--- src/rtl/pci_arbiter.sv ---
// Central PCI bus arbiter: round-robin grant with bus parking, hidden arbitration
// during busy cycles and a grant-acquisition timeout.
module pci_arbiter #(
    parameter int unsigned NREQ           = 4,
    parameter int unsigned TIMEOUT_CYCLES = 16,
    localparam int unsigned IW            = (NREQ > 1) ? $clog2(NREQ) : 1
) (
    input  logic            PCI_CLK,
    input  logic            RESET,
    input  logic [NREQ-1:0] REQ_n,
    input  logic            FRAME_n,
    input  logic            IRDY_n,
    output logic [NREQ-1:0] GNT_n,
    output logic [IW-1:0]   GNT_IDX,
    output logic            BUS_IDLE,
    output logic            TIMEOUT_EV
);

    typedef enum logic [1:0] {StTurn, StGrant, StBusy} state_e;

    state_e          state_q, state_d;
    logic [IW-1:0]   owner_q, owner_d;
    logic [NREQ-1:0] gnt_n_q, gnt_n_d;
    logic [7:0]      cnt_q, cnt_d;
    logic            excl_q, excl_d;
    logic            tev_q, tev_d;
    logic            idle_q;

    logic            idle;
    logic [NREQ-1:0] req;
    logic [IW-1:0]   winner;
    logic            found;
    int unsigned     idx;

    assign idle = FRAME_n & IRDY_n;

    // Round-robin search starting after the owner; the owner itself is visited last.
    always_comb begin
        req = ~REQ_n;
        if (state_q == StTurn && excl_q) begin
            req[owner_q] = 1'b0;
        end
        winner = owner_q;
        found  = 1'b0;
        idx    = 0;
        for (int unsigned k = 1; k <= NREQ; k++) begin
            idx = 32'(owner_q) + k;
            if (idx >= NREQ) begin
                idx = idx - NREQ;
            end
            if (!found && req[idx[IW-1:0]]) begin
                winner = idx[IW-1:0];
                found  = 1'b1;
            end
        end
    end

    always_comb begin
        state_d = state_q;
        owner_d = owner_q;
        gnt_n_d = gnt_n_q;
        cnt_d   = '0;
        excl_d  = 1'b0;
        tev_d   = 1'b0;
        unique case (state_q)
            StTurn: begin
                owner_d         = winner;
                gnt_n_d         = '1;
                gnt_n_d[winner] = 1'b0;
                state_d         = StGrant;
            end
            StGrant: begin
                if (!FRAME_n) begin
                    state_d = StBusy;
                end else if (!REQ_n[owner_q] && idle && cnt_q == 8'(TIMEOUT_CYCLES - 1)) begin
                    // Timeout wins over a coincident preemption so the event is reported.
                    gnt_n_d = '1;
                    tev_d   = 1'b1;
                    excl_d  = 1'b1;
                    state_d = StTurn;
                end else if (winner != owner_q) begin
                    gnt_n_d = '1;
                    state_d = StTurn;
                end else if (!REQ_n[owner_q] && idle) begin
                    cnt_d = cnt_q + 8'd1;
                end
            end
            StBusy: begin
                if (idle) begin
                    state_d = StGrant;
                    // Grant already removed during the transaction: the idle gap is the turnaround.
                    if (gnt_n_q[owner_q]) begin
                        owner_d         = winner;
                        gnt_n_d         = '1;
                        gnt_n_d[winner] = 1'b0;
                    end
                end else if (winner != owner_q) begin
                    gnt_n_d = '1;
                end
            end
            default: state_d = StTurn;
        endcase
    end

    always_ff @(posedge PCI_CLK or posedge RESET) begin
        if (RESET) begin
            state_q <= StTurn;
            owner_q <= IW'(NREQ - 1);
            gnt_n_q <= '1;
            cnt_q   <= '0;
            excl_q  <= 1'b0;
            tev_q   <= 1'b0;
            idle_q  <= 1'b1;
        end else begin
            state_q <= state_d;
            owner_q <= owner_d;
            gnt_n_q <= gnt_n_d;
            cnt_q   <= cnt_d;
            excl_q  <= excl_d;
            tev_q   <= tev_d;
            idle_q  <= idle;
        end
    end

    assign GNT_n      = gnt_n_q;
    assign GNT_IDX    = owner_q;
    assign BUS_IDLE   = idle_q;
    assign TIMEOUT_EV = tev_q;

endmodule

--- config.mk ---
export PLATFORM = sky130hd
export DESIGN_NAME = pci_arbiter
export DESIGN_NICKNAME = d
export VERILOG_FILES = /design/src/rtl/pci_arbiter.sv
export SDC_FILE = /design/constraint.sdc
export NUM_CORES = 1
export LEC_CHECK = 0
export ABC_AREA = 1
export CAP_MARGIN = 10
export CORE_ASPECT_RATIO = 0.7
export CORE_MARGIN = 3
export CORE_UTILIZATION = 35
export CTS_BUF_LIST = sky130_fd_sc_hd__clkbuf_4 sky130_fd_sc_hd__clkbuf_8 sky130_fd_sc_hd__clkbuf_16
export DETAILED_ROUTE_END_ITERATION = 16
export GPL_TIMING_DRIVEN = 0
export PLACE_DENSITY = 0.5
export SYNTH_ARGS = -nofsm -noshare
export SYNTH_HDL_FRONTEND = slang
export SYNTH_SLANG_ARGS = --single-unit
--- constraint.sdc ---
create_clock -name PCI_CLK -period 2.4 [get_ports PCI_CLK]
set_input_delay 0.24 -clock PCI_CLK [delete_from_list [all_inputs] [get_ports PCI_CLK]]
set_output_delay 0.24 -clock PCI_CLK [all_outputs]
set_load 0.005 [all_outputs]
### After elaboration in Yosys (flattened, before gate mapping)

Index checks and enable logic that the tools add are counted.

* register bits after elaboration: 18
* latch bits: 0
* memory bits (writable): 0
* ROM bits: 0
* input port bits: 8
* output and inout bits: 8
* logic and storage cells: 109
* memories: 0

* add/sub/neg operators: 9
* $mul: 0
* divide/modulo/power cells: 0
* order comparisons: 12
* equal/unequal tests: 9
* shift-type cells: 0
* muxes and demuxes: 50
* bitwise gates (word level): 5
* reduce and logical (&&, ||, !) cells: 18

Operators with widths (number)
* $mux 8: 5
* $mux 2: 14
* $mux 4: 6
* $lt 2x3->1 const B: 6
* $mux 1: 14
* $bmux 1 s2: 6
* $not 4->4: 3
* $pmux 4 s3: 1
* $ge 3x3->1 const B: 3
* $add 8x1->8 const B: 1
* $eq 8x4->1 const B: 1
* $logic_and 1x1->1: 8
* $sub 2x1->2 const B: 4
* $add 2x2->3 const B: 2
* $ne 2x2->1 const B: 3
* $pmux 2 s3: 1
* $reduce_and 3->1: 2
* $add 2x3->4 const B: 1
* $and 4x4->4: 1
* $demux 1 s2: 2
* $ge 2x1->1 const B: 2
* $ge 4x3->1 const B: 1
* $logic_not 1->1: 4
* $ne 4x4->1 const B: 1
* 11 further kinds: 11

### Depth between registers and ports, before layout

* depth after elaboration: 27
* depth in mapped cells: 16
* gate-level depth less buffers: 16

### Least setup slack after synthesis

No wires, ideal clock.

* kind: flip-flop to flip-flop
* start point: register owner_q[0] (netlist: GNT_IDX[0])
* end point: register cnt_q[4]
* library setup time: 80 ps
* data arrival time: 1926 ps
* data required time: 2320 ps
* path slack: 394 ps
* stages on the path, launching flop included: 10
* buffers on the path: 0
* clock period less this slack: 2006 ps
* cell sequence: dfstp_2 inv_2 ha_1 inv_1 nand3_2 nand2_4 nand3_2 nor2_4 nand2_4 nor3b_2

* longest elaborated chain between the ends: 24
* elaborated cells on any way between the ends: 56
* those cells by class: add/sub: 8; order compare: 6; eq/ne: 1; mux: 29; bitwise: 2; reduce/logical: 10

RTL lines
* start, declared: RTL line 22 `logic [IW-1:0] owner_q, owner_d;`
* start signal, assigned: RTL line 108 `owner_q <= IW'(NREQ - 1);`
* start signal, assigned: RTL line 116 `owner_q <= owner_d;`
* $lt 2x3->1 (implied by the code) / $ge 2x1->1 (equally long branches): RTL line 41 `req[owner_q] = 1'b0;`
* $logic_and 1x1->1 (implied by the code): RTL line 41
* $mux 1 (implied by the code): RTL line 41
* $demux 1 s2: RTL line 41
* $not 4->4 (no source line)
* $and 4x4->4 (no source line)
* $mux 4: RTL line 40 `if (state_q == StTurn && excl_q) begin`
* $bmux 1 s2: RTL line 51 `if (!found && req[idx[IW-1:0]]) begin`
* [... 9 more ...]
* $logic_and 1x1->1: RTL line 51
* $mux 2: RTL line 51
* $ne 2x2->1: RTL line 81 `end else if (winner != owner_q) begin`
* $mux 8: RTL line 81
* $mux 8 *: RTL line 75 `end else if (!REQ_n[owner_q] && idle && cnt_q == 8'(TIMEOUT_CYCLES - 1)) begin`
* $mux 8 *: RTL line 73 `if (!FRAME_n) begin`
* $mux 8 *: RTL line 65 `unique case (state_q)`
* via cnt_d[4]: RTL line 24 `logic [7:0] cnt_q, cnt_d;`
* end signal, assigned: RTL line 118 `cnt_q <= cnt_d;`
* end, declared: RTL line 24

The timed path passes the listed nets; every way through them passes the cells marked *. The select of a mux whose other input is x is not followed.
A chain may end at the register's enable or synchronous reset.

### Final worst setup path

* start point: register owner_q[1] (netlist: GNT_IDX[1])
* end point: register gnt_n_q[0] (netlist: GNT_n[0])

* longest elaborated chain between the ends: 27
* elaborated cells on any way between the ends: 67
* those cells by class: add/sub: 8; order compare: 8; eq/ne: 2; mux: 34; bitwise: 3; reduce/logical: 12

RTL lines
* $lt 2x3->1 (implied by the code) / $ge 2x1->1 (equally long branches): RTL line 41
* $logic_and 1x1->1 (implied by the code): RTL line 41
* $mux 1 (implied by the code): RTL line 41
* $demux 1 s2: RTL line 41
* $not 4->4 (no source line)
* $and 4x4->4 (no source line)
* $mux 4: RTL line 40
* $bmux 1 s2: RTL line 51
* [... 11 more ...]
* $lt 2x3->1 (implied by the code) / $ge 2x1->1 (equally long branches): RTL line 69, 95
* $logic_and 1x1->1 (implied by the code): RTL line 69, 95
* $mux 1 (implied by the code): RTL line 69, 95
* $demux 1 s2: RTL line 69, 95
* $not 4->4 (no source line)
* $mux 4: RTL line 92 `if (gnt_n_q[owner_q]) begin`
* $mux 4: RTL line 89 `if (idle) begin`
* $pmux 4 s3: RTL line 65
* end signal, assigned: RTL line 117 `gnt_n_q <= gnt_n_d;`
* end, declared: RTL line 23 `logic [NREQ-1:0] gnt_n_q, gnt_n_d;`

Several ways; a longest one is shown, not always the timed one. The select of a mux whose other input is x is not followed.

==> summary.md <==
| Metric | Value |
|---|---|
| Rel. slew slack | `51.9%` |
| Cell area after synthesis | `1430 um^2` |
| Area of the multi-input gates | `862 um^2` |
| Die Height | `59.5 um` |
| Cts hold-fix bufs | `0` |
| CP Launch Type | `register` |
| H-tree lvl count | `1` |
| Reg area | `459 um^2` |
| Synth top area share | `19.2%` |
| WL met2 | `1240 um` |
| Peak supply drop | `0.000628 V` |
| Min Clock Period, post-route | `2260 ps` |
| Inst Count DP | `267` |
| Vias per cell | `4.69` |
| Average cell area after synthesis | `7.08 um^2` |
| First DRT Iteration DRCs | `62` |
| Vias after detailed routing | `1,272` |
| Reg2reg path depth | `14` |
| Worst EP required | `2590 ps` |
| Share of power burned in registers | `22.4%` |
| Syn_nets | `219` |
| Sinks on the clock net | `18` |
| Worst Path Arrival | `2450 ps` |
| DR pass1 iterations | `4` |
| Clk_lat worst skew | `260 ps` |
| Register clock-pin slew on the reported worst setup and hold paths | `70 ps` |
| Pin count of the biggest net entering global routing | `19` |
| CP max stage cell | `dfstp_2` |
| Cell taking the most area after synthesis | `dfrtp_1` |
| GRT Util Overall | `14.3%` |
| Synth warn | `0` |
| Met3 routed WL | `243 um` |
| Outcome | `complete, no violations` |
| Initial antenna violation count | `0` |
| Fmax | `0.443 GHz` |
| Share of layout cells above drive strength 1 | `17.6%` |
| Tightest Pin Transition | `721 ps` |
| Crit path top cell by count | `nand2_1` |
| Sw Pwr | `1.15 mW` |
| TritonCTS clock tree | `yes` |
| Clock power frac | `10.9%` |
| Int Power | `1.13 mW` |
| Die area | `4900 um^2` |
| DP HPWL | `2590 um` |
| Worst-path cell chain | `inv_2 > ha_1 > inv_2 > nand3_2 > nand2_4 > nand3_2 > inv_2 > nand2_1 > nand2_1 > nand2_1 > nand2_1 > nand3_1 > nand2_1 > inv_1` |
| CTS Buffer Depth | `2` |
| Final ANT Viol Nets | `0` |
| Crit end category | `register` |
| Final setup fails | `0` |
| Worst Setup Path Type | `reg -> reg` |
| Finished Layout Cells | `271` |
| Crit Path Max Fanout | `9` |
| Distinct cells, synth | `24` |
| RSZ-0062 raised after global routing | `false` |
| Final WS setup | `143 ps` |
| WL met1 | `1800 um` |
| GP Congestion | `0.892` |
| Dpl ws | `125 ps` |
| Post-synthesis instance total | `202` |
| Routed len/inst | `12.1 um` |
| # resized after CTS | `0` |
| Fin nets | `239` |
| Root Buffer | `clkbuf_8` |
| Top sig layer | `met4` |
| I/O Pins | `16` |
| Area contributors post-synth | `dfrtp_1 (19%), nand2_1 (16%), dfstp_2 (13%)` |
| Global-route wire length before repair | `5230 um` |
| Post-route clock period utilization | `94.1%` |
| Core area | `3720 um^2` |
| Setup TNS | `0 ps` |
| Post-Route WL | `3290 um` |
| Diodes inserted | `0` |
| Post-CTS Setup Inserts | `0` |
| Die W | `82.4 um` |
| Slew Limit Fails | `0` |
| Sw frac | `50.5%` |
| Slowest cell delay on critical path | `650 ps` |
| Vias in the first global route | `1,084` |
| Clock skew | `8.12 ps` |
| Port Buf Inserts | `15` |
| Starting Density | `38.5%` |
| Drc violations | `0` |
| Row Count | `18` |
| Hold Crit Class | `in -> async` |
| Layout area overhead | `18.7%` |
| Leak | `0.865 nW` |
| CTS buffer count | `3` |
| Number of fill cells | `383` |
| Number of synthesized register bits | `18` |
| Combinational power share | `66.7%` |
| Grt total ovfl | `0` |
| Sequential share of the synthesized area | `32.1%` |
| Max Cap Viol | `0` |
| Pwr/cell area | `1340 nW/um^2` |
| Total Power | `2.28 mW` |
| Final hold vios | `0` |
[synth_stat cells]
cell type,instances
nor2_4,3
dfrtp_1,11
inv_2,3
nand3b_1,1
nand3_2,6
o21ai_1,2
nand3_1,24
a21oi_1,3
nor2_1,17
o21a_1,1
nand2_1,62
nand2_2,7
inv_1,24
nand2_4,2
buf_4,1
nor2_2,2
dfstp_2,7
xnor2_1,1
xor2_1,3
ha_1,9
o21ai_2,1
nor3b_2,2
nand4_1,1
o21ai_0,9
[critical path: cells and delay by family, from the launching register on]
| family | cells | cell delay (ps) |
|---|---|---|
| AND/OR/NAND/NOR | 9 | 760 |
| flip-flops | 1 | 650 |
| adder cells (fa/ha/maj) | 1 | 390 |
| buffers and inverters | 4 | 390 |
[logic make-up (layout without fill, tap and decap cells)]
kind of cell / after synthesis / count (layout) / synth area share [%]
simple gates: 127 / 127 / 43.9
buf+inv: 28 / 47 / 7.61
xor+xnor: 4 / 4 / 2.45
fa+ha+maj: 9 / 9 / 7.87
compound gates: 16 / 16 / 6.04
flops: 18 / 18 / 32.1
[sequential cells by signal (all words and copies together) (netlist names)]
name and cells:
BUS_IDLE 1, state_q 2, GNT_n 4, cnt_q 8, GNT_IDX 2, TIMEOUT_EV 1
[final cells by class]
type / count / share of cell area [%]
buffer: 1 / 0.442
timing repair buffer: 15 / 8.84
clock buffer: 4 / 3.24
sequential: 18 / 27.0
multi-input combinational: 156 / 50.8
inverter: 27 / 5.97
tap: 50 / 3.68
[stage by stage]
step | area [um^2] | hold WS (ps) | utilization [%]
floorplan | 1430 | 173 | -
finish | 1700 | 398 | 45.7
global route | 1700 | 457 | 45.7
CTS | 1700 | 428 | 45.7
detailed placement | 1640 | 463 | 44.2
global placement | 1640 | 448 | 44.2
[power groups by stage]
stage	Sequential, mW	Combinational [mW]	Clock [mW]
after floorplan	0.500	1.13	0
after global placement	0.515	1.49	0
after detailed placement	0.517	1.50	0
after CTS	0.512	1.52	0.258
after global routing	0.526	1.71	0.273
final	0.511	1.52	0.249
[layout by cell type (no fill, tap or decap)]
master           instances
nand4_1                  1
nor2_1                  17
nand3_2                  6
clkdlybuf4s50_1         15
inv_2                    4
o21ai_1                  2
nand3_1                 24
inv_1                   23
nand2_4                  2
nand2_1                 62
nor3b_2                  2
o21ai_2                  1
dfstp_2                  7
buf_4                    1
nand3b_1                 1
ha_1                     9
a21oi_1                  3
clkbuf_8                 4
nor2_2                   2
o21ai_0                  9
nand2_2                  7
o21a_1                   1
nor2_4                   3
xnor2_1                  1
xor2_1                   3
dfrtp_1                 11
[per-layer routing]
layer	global-route usage (%)	vias up
met2	17.7	31
met4	2.13	0
met3	4.10	2
met5	0	-
met1	23.7	562
li1	-	677
[worst paths after layout]
kind	startpoint	end	slack, ps
worst max-delay path	GNT_IDX[1]	GNT_n[0]	140
worst min-delay path	RESET	cnt_q[4]	400
worst max register to register	GNT_IDX[1]	GNT_n[0]	140
worst min register to register	cnt_q[0]	cnt_q[0]	470
max in group asynchronous	RESET	cnt_q[3]	1540
min in group PCI_CLK	cnt_q[0]	cnt_q[0]	470
Power figures use the tool's default switching activity.
